<file path="src/rtl/ls_mem_bridge.sv">
// Memory-side bridge: serialises mem-stage load/store index requests onto one backing-memory
// request/response port, one transaction at a time, with a response timeout and sticky error.
module ls_mem_bridge #(
    parameter int RESULT_WIDTH   = 64,
    parameter int TIMEOUT_CYCLES = 1024
) (
    input  logic                    clock,
    input  logic                    reset_n,

    input  logic                    opload_index_valid,
    output logic                    opload_index_ready,
    input  logic [RESULT_WIDTH-1:0] opload_index,
    output logic                    opload_operation_done,
    output logic [RESULT_WIDTH-1:0] opload_read_data,

    input  logic                    opstore_index_valid,
    output logic                    opstore_index_ready,
    input  logic [RESULT_WIDTH-1:0] opstore_index,
    input  logic [RESULT_WIDTH-1:0] opstore_write_data,
    input  logic [63:0]             opstore_write_mask,
    output logic                    opstore_operation_done,

    output logic                    mem_req_valid,
    input  logic                    mem_req_ready,
    output logic                    mem_req_write,
    output logic [RESULT_WIDTH-1:0] mem_req_index,
    output logic [RESULT_WIDTH-1:0] mem_req_wdata,
    output logic [63:0]             mem_req_wmask,
    input  logic                    mem_resp_valid,
    input  logic [RESULT_WIDTH-1:0] mem_resp_rdata,

    output logic                    bus_error
);

    localparam int CNT_W = (TIMEOUT_CYCLES > 1) ? $clog2(TIMEOUT_CYCLES) : 1;

    typedef enum logic [1:0] {
        IDLE      = 2'd0,
        ISSUE     = 2'd1,
        WAIT_RESP = 2'd2,
        DONE      = 2'd3
    } state_t;

    state_t                  state_q, state_d;
    logic                    is_write_q, is_write_d;
    logic [RESULT_WIDTH-1:0] index_q, index_d;
    logic [RESULT_WIDTH-1:0] wdata_q, wdata_d;
    logic [63:0]             wmask_q, wmask_d;
    logic [RESULT_WIDTH-1:0] read_data_q, read_data_d;
    logic                    bus_error_q, bus_error_d;
    logic [CNT_W-1:0]        timeout_cnt_q, timeout_cnt_d;

    logic load_fire;
    logic store_fire;
    logic timeout_hit;

    // Load wins a same-cycle tie, so the store is only taken when no load is offered.
    assign load_fire   = (state_q == IDLE) && opload_index_valid;
    assign store_fire  = (state_q == IDLE) && !opload_index_valid && opstore_index_valid;
    assign timeout_hit = (TIMEOUT_CYCLES != 0) &&
                         (timeout_cnt_q == CNT_W'(TIMEOUT_CYCLES - 1));

    always_ff @(posedge clock or negedge reset_n) begin
        if (!reset_n) begin
            state_q <= IDLE;
        end else begin
            state_q <= state_d;
        end
    end

    always_comb begin
        state_d = state_q;
        unique case (state_q)
            IDLE:      if (load_fire || store_fire) state_d = ISSUE;
            ISSUE:     if (mem_req_ready) state_d = WAIT_RESP;
            WAIT_RESP: if (mem_resp_valid || timeout_hit) state_d = DONE;
            DONE:      state_d = IDLE;
            default:   state_d = IDLE;
        endcase
    end

    // Readies are gated by reset_n so every output reads 0 while reset is held.
    always_comb begin
        opload_index_ready     = 1'b0;
        opstore_index_ready    = 1'b0;
        mem_req_valid          = 1'b0;
        opload_operation_done  = 1'b0;
        opstore_operation_done = 1'b0;
        unique case (state_q)
            IDLE: begin
                opload_index_ready  = reset_n;
                opstore_index_ready = reset_n & ~opload_index_valid;
            end
            ISSUE: mem_req_valid = 1'b1;
            DONE: begin
                opload_operation_done  = ~is_write_q;
                opstore_operation_done = is_write_q;
            end
            default: ;
        endcase
    end

    always_comb begin
        is_write_d    = is_write_q;
        index_d       = index_q;
        wdata_d       = wdata_q;
        wmask_d       = wmask_q;
        read_data_d   = read_data_q;
        bus_error_d   = bus_error_q;
        timeout_cnt_d = '0;
        unique case (state_q)
            IDLE: begin
                if (load_fire) begin
                    is_write_d = 1'b0;
                    index_d    = opload_index;
                    wdata_d    = '0;
                    wmask_d    = '0;
                end else if (store_fire) begin
                    is_write_d = 1'b1;
                    index_d    = opstore_index;
                    wdata_d    = opstore_write_data;
                    wmask_d    = opstore_write_mask;
                end
            end
            WAIT_RESP: begin
                timeout_cnt_d = timeout_cnt_q + CNT_W'(1);
                if (mem_resp_valid) begin
                    if (!is_write_q) read_data_d = mem_resp_rdata;
                end else if (timeout_hit) begin
                    bus_error_d = 1'b1;
                    if (!is_write_q) read_data_d = '0;
                end
            end
            default: ;
        endcase
    end

    always_ff @(posedge clock or negedge reset_n) begin
        if (!reset_n) begin
            is_write_q    <= 1'b0;
            index_q       <= '0;
            wdata_q       <= '0;
            wmask_q       <= '0;
            read_data_q   <= '0;
            bus_error_q   <= 1'b0;
            timeout_cnt_q <= '0;
        end else begin
            is_write_q    <= is_write_d;
            index_q       <= index_d;
            wdata_q       <= wdata_d;
            wmask_q       <= wmask_d;
            read_data_q   <= read_data_d;
            bus_error_q   <= bus_error_d;
            timeout_cnt_q <= timeout_cnt_d;
        end
    end

    assign mem_req_write    = is_write_q;
    assign mem_req_index    = index_q;
    assign mem_req_wdata    = wdata_q;
    assign mem_req_wmask    = wmask_q;
    assign opload_read_data = read_data_q;
    assign bus_error        = bus_error_q;

endmodule

</file>
<file path="config.mk">
export PLATFORM = sky130hd
export DESIGN_NAME = ls_mem_bridge
export DESIGN_NICKNAME = d
export VERILOG_FILES = /design/src/rtl/ls_mem_bridge.sv
export SDC_FILE = /design/constraint.sdc
export NUM_CORES = 1
export LEC_CHECK = 0
export ABC_AREA = 1
export CORE_AREA = 2 2 227 229
export CTS_BUF_LIST = sky130_fd_sc_hd__clkbuf_2
export DETAILED_ROUTE_END_ITERATION = 8
export DIE_AREA = 0 0 229 231
export GPL_TIMING_DRIVEN = 1
export PLACE_DENSITY_LB_ADDON = 0.05
export REMOVE_ABC_BUFFERS = 1
export SLEW_MARGIN = 20
export SYNTH_ARGS = -nofsm -noshare
export SYNTH_HDL_FRONTEND = slang
export SYNTH_SLANG_ARGS = --single-unit
</file>
<file path="constraint.sdc">
create_clock -name clock -period 1.6 [get_ports clock]
set_input_delay 0.48 -clock clock [delete_from_list [all_inputs] [get_ports clock]]
set_output_delay 0.48 -clock clock [all_outputs]
set_load 0.005 [all_outputs]
</file>
==> results of run 1 <==
[per-layer routing]
layer	GRT usage, %	vias to the layer above
li1	-	6546
met1	25.1	6418
met2	32.3	502
met3	7.03	96
met4	6.29	4
met5	0	-
[placed cells by master, fill, tap and decap left out, types with 2 or more instances in the layout]
master             n
nand2_8            4
nor2_2            11
dlygate4sd3_1    322
ha_4               3
a31oi_2            2
dfrtp_1          269
a31oi_1           43
nand2_4            4
nand3b_1           2
nand4_1           64
buf_6             79
diode_2            9
inv_1             16
clkinv_1          14
clkinvlp_4         2
clkdlybuf4s50_1  323
buf_8              5
buf_12            41
inv_2              3
nand2_2           13
nor2_1            68
clkbuf_2         124
inv_4              2
a31oi_4           19
clkbuf_16         17
buf_16             3
a21oi_1            5
nand2_1          521
nor2_4             3
nand3_1          132
o21ai_0            5
buf_2            197
buf_4            139
[metrics by stage]
step           setup WS [ns]  util, %
4_1_cts               -0.991     43.9
5_1_grt                -1.04     46.9
3_5_place_dp          -0.507     36.5
3_3_place_gp          -0.499     36.5
2_1_floorplan          -3.85        -
6_report              -0.807     46.9
[worst register-to-register path, delay by kind of cell, from the launching register on]
family,cells,cell delay [ns]
simple gates,3,0.25
fa+ha+maj,1,0.15
compound gates,1,0.12
flops,1,0.41
buf+inv,7,0.86
[worst min path at each step]
stage | start | slack [ns] | to
floorplan | reset_n | 0.18 | bus_error
global placement | bus_error | 0.45 | bus_error
detailed placement | opload_read_data[23] | 0.46 | opload_read_data[23]
CTS | opstore_index[16] | 0.02 | mem_req_index[16]
global route | reset_n | 0.07 | mem_req_wmask[13]
finish | reset_n | 0.19 | opload_read_data[54]
[Yosys cell counts]
library cell  instances
nand2_1             529
dfrtp_1             270
nand3_1             132
nor2_1               81
a31oi_1              64
nand4_1              64
buf_2                44
clkbuf_1             36
inv_1                20
buf_1                10
nand2_2               9
a21oi_1               5
ha_1                  5
o21ai_0               5
buf_6                 3
buf_4                 2
inv_2                 2
nand3b_1              2
a21o_1                1
clkbuf_8              1
nand2_4               1
nand3_2               1
nor2_4                1
nor3_1                1
or2_2                 1
xor2_1                1
[logic make-up (layout without fill, tap and decap cells)]
kind of cell               Yosys count  after routing  synth area share [%]
and+or+nand+nor                    822            825                  30.7
DFF                                270            270                  59.8
buffers and inverters              118           1292                  4.77
AOI/OAI and AO/OA                   75             75                  4.06
adders and majority gates            5              5                 0.554
xor gates and xnor gates             1              1                0.0776
other                                0              9                     0
[repair_timing]
action,in CTS,in global routing
hold endpoints to repair,527,0
setup endpoints to repair,379,523
hold buffers,322,0
gates resized for setup,1165,78
cloned,5,26
setup buffers,61,64
pin swaps,5,11
[state kept, by name (all words and copies together) (netlist names)]
name              count
mem_req_index        64
mem_req_wmask        64
mem_req_wdata        64
state_q               2
timeout_cnt_q        10
opload_read_data     64
bus_error             1
mem_req_write         1
[where the power goes]
group	switching (mW)	leakage [nW]	internal [mW]	total, mW
logic	9.04	7.77	10.6	19.6
clock network	3.32	0.560	2.21	5.53
registers	1.90	3.41	10.0	11.9
[final cells by class]
| type | count | share of cell area (%) |
|---|---|---|
| Tap cell | 680 | 3.58 |
| Antenna cell | 9 | 0.0948 |
| Clock buffer | 124 | 2.61 |
| Sequential cell | 270 | 28.4 |
| Inverter | 22 | 0.421 |
| Clock inverter | 19 | 0.463 |
| Multi-Input combinational cell | 906 | 18.9 |
| Timing Repair Buffer | 1127 | 45.5 |
==> flow_metrics.py, run 1 <==
metrics = {
    "setup_path": {
        "end_kind": "primary output",
        "cp_num_cells": 6,
        "r2r_end": "mem_req_index[53]",
        "critPathLaunch": "state_q[0]",
        "cp_max_fo": 2,
        "reg2reg_slack_ns": -0.25,
        "crit_type": "reg -> out",
        "cpLargestDelayFamily": "flip-flops",
        "critPathBufInv": 3,
        "crit_path_top_delay_cell": "dfrtp_1",
        "reg2regPathDepth": 12,
        "critPathRequiredTime_ns": 1.12,
        "arrival_ns": 1.93,
        "max_stage_delay_ns": 0.41,
        "worstReg2RegStart": "state_q[0]",
        "crit_chain": "buf_6, inv_4, ha_4, nand2_4, nor2_2, buf_2",
        "cp-start-kind": "register",
        "critPathCapture": "opstore_index_ready",
    },
    "floorplanning": {
        "dieArea_mm2": 0.0529,
        "core_mm2": 0.0507,
        "start_util_pct": 22.3,
        "num_rows": 83,
        "die_x_um": 229,
        "die_h_um": 231,
        "io_pins": 589,
    },
    "clock_network": {
        "cts.clk_slew.worst_paths_ns": 0.09,
        "numClockSinks": 270,
        "root_buffer": "clkbuf_2",
        "tritoncts": "built",
        "htree_num_levels": 3,
        "clk_latency_ns": 1.06,
        "cts_made_buffers": 85,
        "clk_path_buf_depth": 3,
    },
    "layout": {
        "multi_input_area_mm2": 0.00449,
        "area_growth_pct": 111,
        "drive_gt1_share_pct": 27.6,
        "seqCellArea_mm2": 0.00676,
        "fin_nets": 2743,
        "fin_cells": 3157,
        "design_area_mm2": 0.0238,
        "fillers": 5112,
    },
    "synthesis": {
        "ys_seq_elements": 270,
        "yosysTopAreaCell": "dfrtp_1",
        "synth_top_cell_area_share_pct": 59.8,
        "yosys-top-cells-area": "dfrtp_1 (60%), nand2_1 (18%), nand3_1 (5.9%)",
        "synth_cells": 1291,
        "syn_area_per_cell_um2": 8.74,
        "syn_area_mm2": 0.0113,
        "ys.warnings.count": 0,
        "synth_cell_type_count": 26,
        "synth.yosys.seq_area_share_pct": 59.8,
    },
    "run_status": {
        "failed_checks": "setup timing",
        "outcome": "finished, violations left",
    },
    "pwr": {
        "power.total_mw": 37.1,
        "powerDensity_mw_per_mm2": 1560,
        "peakVddDrop_uv": 605,
        "p_leak_nw": 11.7,
    },
    "grt": {
        "antenna_found_initial": 6,
        "grt_pass1_vias": 13726,
        "grt_max_degree": 92,
        "gr-usage-all-layers_pct": 20.0,
        "grt_pass1_wl_um": 82600,
        "grt.overflow.total": 0,
    },
    "sta": {
        "relSlewSlack_pct": 51.8,
        "finalWorstSetupSlack_ns": -0.807,
        "fin_crit_ns": 2.41,
        "rsz0062_at_grt": "yes",
        "fin_setup_tns_ns": -144.17,
        "fin_crit_sh_pct": 150,
        "finClkSkew_ns": 0.108,
        "whs_ns": 0.190,
        "max_freq_mhz": 416,
        "finalHoldViolCount": 0,
        "worst_slew_pin_slew_ns": 0.720,
        "finalMaxSlewViolations": 0,
        "setup_viol": 522,
    },
    "placement": {
        "dpl_cell_area_mm2": 0.0185,
        "gp_congestion": 0.806,
        "dp.cells": 2531,
        "numPortBuffers": 588,
        "dp_hpwl_um": 36300,
    },
    "detailed_routing": {
        "first_pass_iters": 5,
        "dr.first_iter.drc_count": 637,
        "wirelength_um": 57200,
        "vias": 13566,
        "wl_per_cell_um": 18.1,
        "wl_met3_um": 4330,
        "route.detailed.drc": 0,
        "wl_met1_um": 24700,
        "antenna_left": 0,
        "dr_wl_met2_um": 26800,
        "viasPerCell": 4.30,
        "topRoutingLayerUsed": "met5",
    },
    "job": {
        "max-cap-violations": 0,
    },
    "hold_path": {
        "min_path_type": "in -> async",
    },
}
No activity file was read; power rests on OpenSTA's default activity.
==> run 2: changes to the inputs <==
- ABC_AREA: 1 -> unset
- CORE_AREA: 2 2 227 229 -> 2 2 229 231
- DIE_AREA: 0 0 229 231 -> 0 0 231 233
- SLEW_MARGIN: 20 -> 15
==> flow_metrics.py, run 2 <==
metrics = {
    "clock_network": {
        "cts.clk_slew.worst_paths_ns": 0.10,
        "clk_path_buf_depth": 3,
        "root_buffer": "clkbuf_2",
        "htree_num_levels": 3,
        "numClockSinks": 270,
        "tritoncts": "built",
        "cts_made_buffers": 83,
        "clk_latency_ns": 1.00,
    },
    "grt": {
        "gr-usage-all-layers_pct": 17.3,
        "grt_pass1_wl_um": 71200,
        "grt.overflow.total": 0,
        "grt_max_degree": 148,
        "antenna_found_initial": 4,
        "grt_pass1_vias": 11801,
    },
    "detailed_routing": {
        "vias": 10951,
        "route.detailed.drc": 0,
        "viasPerCell": 4.15,
        "wirelength_um": 49600,
        "first_pass_iters": 4,
        "antenna_left": 0,
        "wl_per_cell_um": 18.8,
        "dr.first_iter.drc_count": 295,
    },
    "sta": {
        "setup_viol": 483,
        "whs_ns": 0.170,
        "finalHoldViolCount": 0,
        "fin_crit_ns": 2.47,
        "max_freq_mhz": 405,
        "worst_slew_pin_slew_ns": 0.925,
        "fin_setup_tns_ns": -127.73,
        "finalMaxSlewViolations": 0,
        "finClkSkew_ns": 0.0722,
        "finalWorstSetupSlack_ns": -0.871,
        "relSlewSlack_pct": 38.3,
        "fin_crit_sh_pct": 154,
        "rsz0062_at_grt": "yes",
    },
    "pwr": {
        "powerDensity_mw_per_mm2": 1530,
        "p_leak_nw": 11.0,
        "power.total_mw": 33.9,
        "peakVddDrop_uv": 692,
    },
    "synthesis": {
        "yosys-top-cells-count": "dfrtp_1 (270), a22o_1 (192), nand2_1 (69)",
        "synthMuxAreaShare_pct": 6.42,
        "synth.yosys.seq_area_share_pct": 65.5,
        "syn_area_mm2": 0.0103,
        "yosys.area_share.simple_pct": 4.10,
        "synth_cell_type_count": 30,
        "yosys-top-cells-area": "dfrtp_1 (66%), a22o_1 (16%), mux2i_1 (6.3%)",
        "ys_seq_elements": 270,
        "synth_most_common_cell": "dfrtp_1",
        "synthArstFlopShare_pct": 100,
        "ys.warnings.count": 0,
        "synth_compound_area_share_pct": 19.9,
        "synth_top_cell_area_share_pct": 65.5,
        "yosysTopAreaCell": "dfrtp_1",
        "synth_top_family_by_area": "compound AO/OA/AOI/OAI gates",
        "synthFlopType": "dfrtp_1",
        "synth_cells": 779,
        "synth-edff-count": 0,
        "yosys.area_share.xor_xnor_pct": 0.594,
        "synth_fa_ha_area_share_pct": 0.607,
        "syn_area_per_cell_um2": 13.2,
    },
    "setup_path": {
        "arrival_ns": 1.99,
        "crit_path_top_delay_cell": "dfrtp_1",
        "end_kind": "primary output",
        "critPathRequiredTime_ns": 1.12,
        "cp_max_fo": 2,
        "critPathBufInv": 2,
        "crit_type": "reg -> out",
        "crit_chain": "inv_2, ha_4, and2_4, nor2b_4, buf_2",
        "cpLargestDelayFamily": "flip-flops",
        "max_stage_delay_ns": 0.41,
        "cp-start-kind": "register",
    },
    "layout": {
        "final_common_cell": "clkdlybuf4s50_1",
        "design_area_mm2": 0.0222,
        "fin_nets": 2235,
        "drive_gt1_share_pct": 32.9,
        "fillers": 5055,
        "mostFrequentLayoutCells": "clkdlybuf4s50_1 (324), dlygate4sd3_1 (287), dfrtp_1 (270)",
        "area_growth_pct": 115,
    },
    "run_status": {
        "failed_checks": "setup timing",
        "outcome": "finished, violations left",
    },
    "placement": {
        "gp_congestion": 0.748,
        "dpl_cell_area_mm2": 0.0176,
        "dp_hpwl_um": 32700,
        "numPortBuffers": 588,
    },
    "floorplanning": {
        "core_mm2": 0.0511,
        "die_h_um": 233,
        "io_pins": 589,
        "die_x_um": 231,
        "start_util_pct": 20.2,
        "num_rows": 83,
        "dieArea_mm2": 0.0538,
    },
    "job": {
        "max-cap-violations": 0,
    },
    "hold_path": {
        "min_path_type": "in -> reg",
    },
}
## run 2: changes by cell type in the layout (fill, tap and decap cells not counted), moves of 43 or more
cell	delta
nand3_1	-129
a22o_1	+192
o21ai_0	+52
nor2_1	-57
nand4_1	-63
a31oi_1	-43
nand2_1	-455
mux2i_1	+60
## run 2: path summary, 6_finish.rpt
check	startpoint	end	slack (ns)	depth (start not counted)
max	state_q[1]	opstore_index_ready	-0.87	5
min	opstore_index[16]	mem_req_index[16]	0.17	3
max reg2reg	state_q[1]	mem_req_wmask[32]	-0.23	11
min reg2reg	mem_req_index[21]	mem_req_index[21]	0.49	2
max in group asynchronous	reset_n	mem_req_wdata[9]	0.56	4
min in group asynchronous	reset_n	bus_error	0.27	4
## run 2: cell families after synthesis
| group | count (synthesis) |
|---|---|
| multiplexers | 66 |
| AND/OR/NAND/NOR | 99 |
| XOR/XNOR | 7 |
| flip-flops | 270 |
| AO/OA/AOI/OAI | 264 |
| adder cells (fa/ha/maj) | 5 |
| buffers and inverters | 68 |
## run 2: final cells by class
class / count / area (um2) / share of cell area (%)
antenna: 4 / 10.0 / 0.0452
clock buffer: 116 / 581 / 2.62
clock inverter: 17 / 93.8 / 0.424
inverter: 4 / 17.5 / 0.0791
multi-input combinational: 441 / 3410 / 15.4
sequential: 270 / 6760 / 30.5
tap: 680 / 851 / 3.84
timing repair buffer: 1104 / 10400 / 47.1
## run 2: tightest hold or removal path: stages
cell             delay [ns]
clkdlybuf4s50_1        0.39
mux2i_1                0.15
o21ai_1                0.08
## run 2: power by group
| group | switching, mW | internal, mW |
|---|---|---|
| combinational | 6.82 | 10.2 |
| sequential | 1.73 | 9.89 |
| clock | 3.24 | 2.07 |
| total | 11.8 | 22.2 |
## run 2: per-layer routing
| layer | share of wire, % | GRT usage (%) | wire length, um |
|---|---|---|---|
| met1 | 40 | 19.9 | 19700 |
| met2 | 50 | 29.6 | 25000 |
| met3 | 7.2 | 6.51 | 3580 |
| met4 | 2.6 | 5.91 | 1270 |
| met5 | 0 | 0 | 0 |
## run 2: what timing repair did
item	in CTS	in global routing
endpoints found under the hold margin	512	0
setup endpoints to repair	464	511
buffers inserted	53	84
pin swaps	8	14
hold buffers	287	0
gates cloned	8	17
resized for setup	1164	38
## run 2: metrics by stage
step / cells / setup slack [ns] / util (%)
floorplan: 715 / -7.76 / -
global route: 2636 / -1.11 / 43.4
finish: 2636 / -0.871 / 43.4
CTS: 2535 / -1.04 / 41.1
global placement: 2054 / -0.554 / 34.5
detailed placement: 2054 / -0.533 / 34.5
==> run 3: changes to the inputs <==
- CTS_CLUSTER_SIZE: unset -> 28
==> results of run 3 <==
The final DEF is identical to that of run 2; final timing and power are the same.
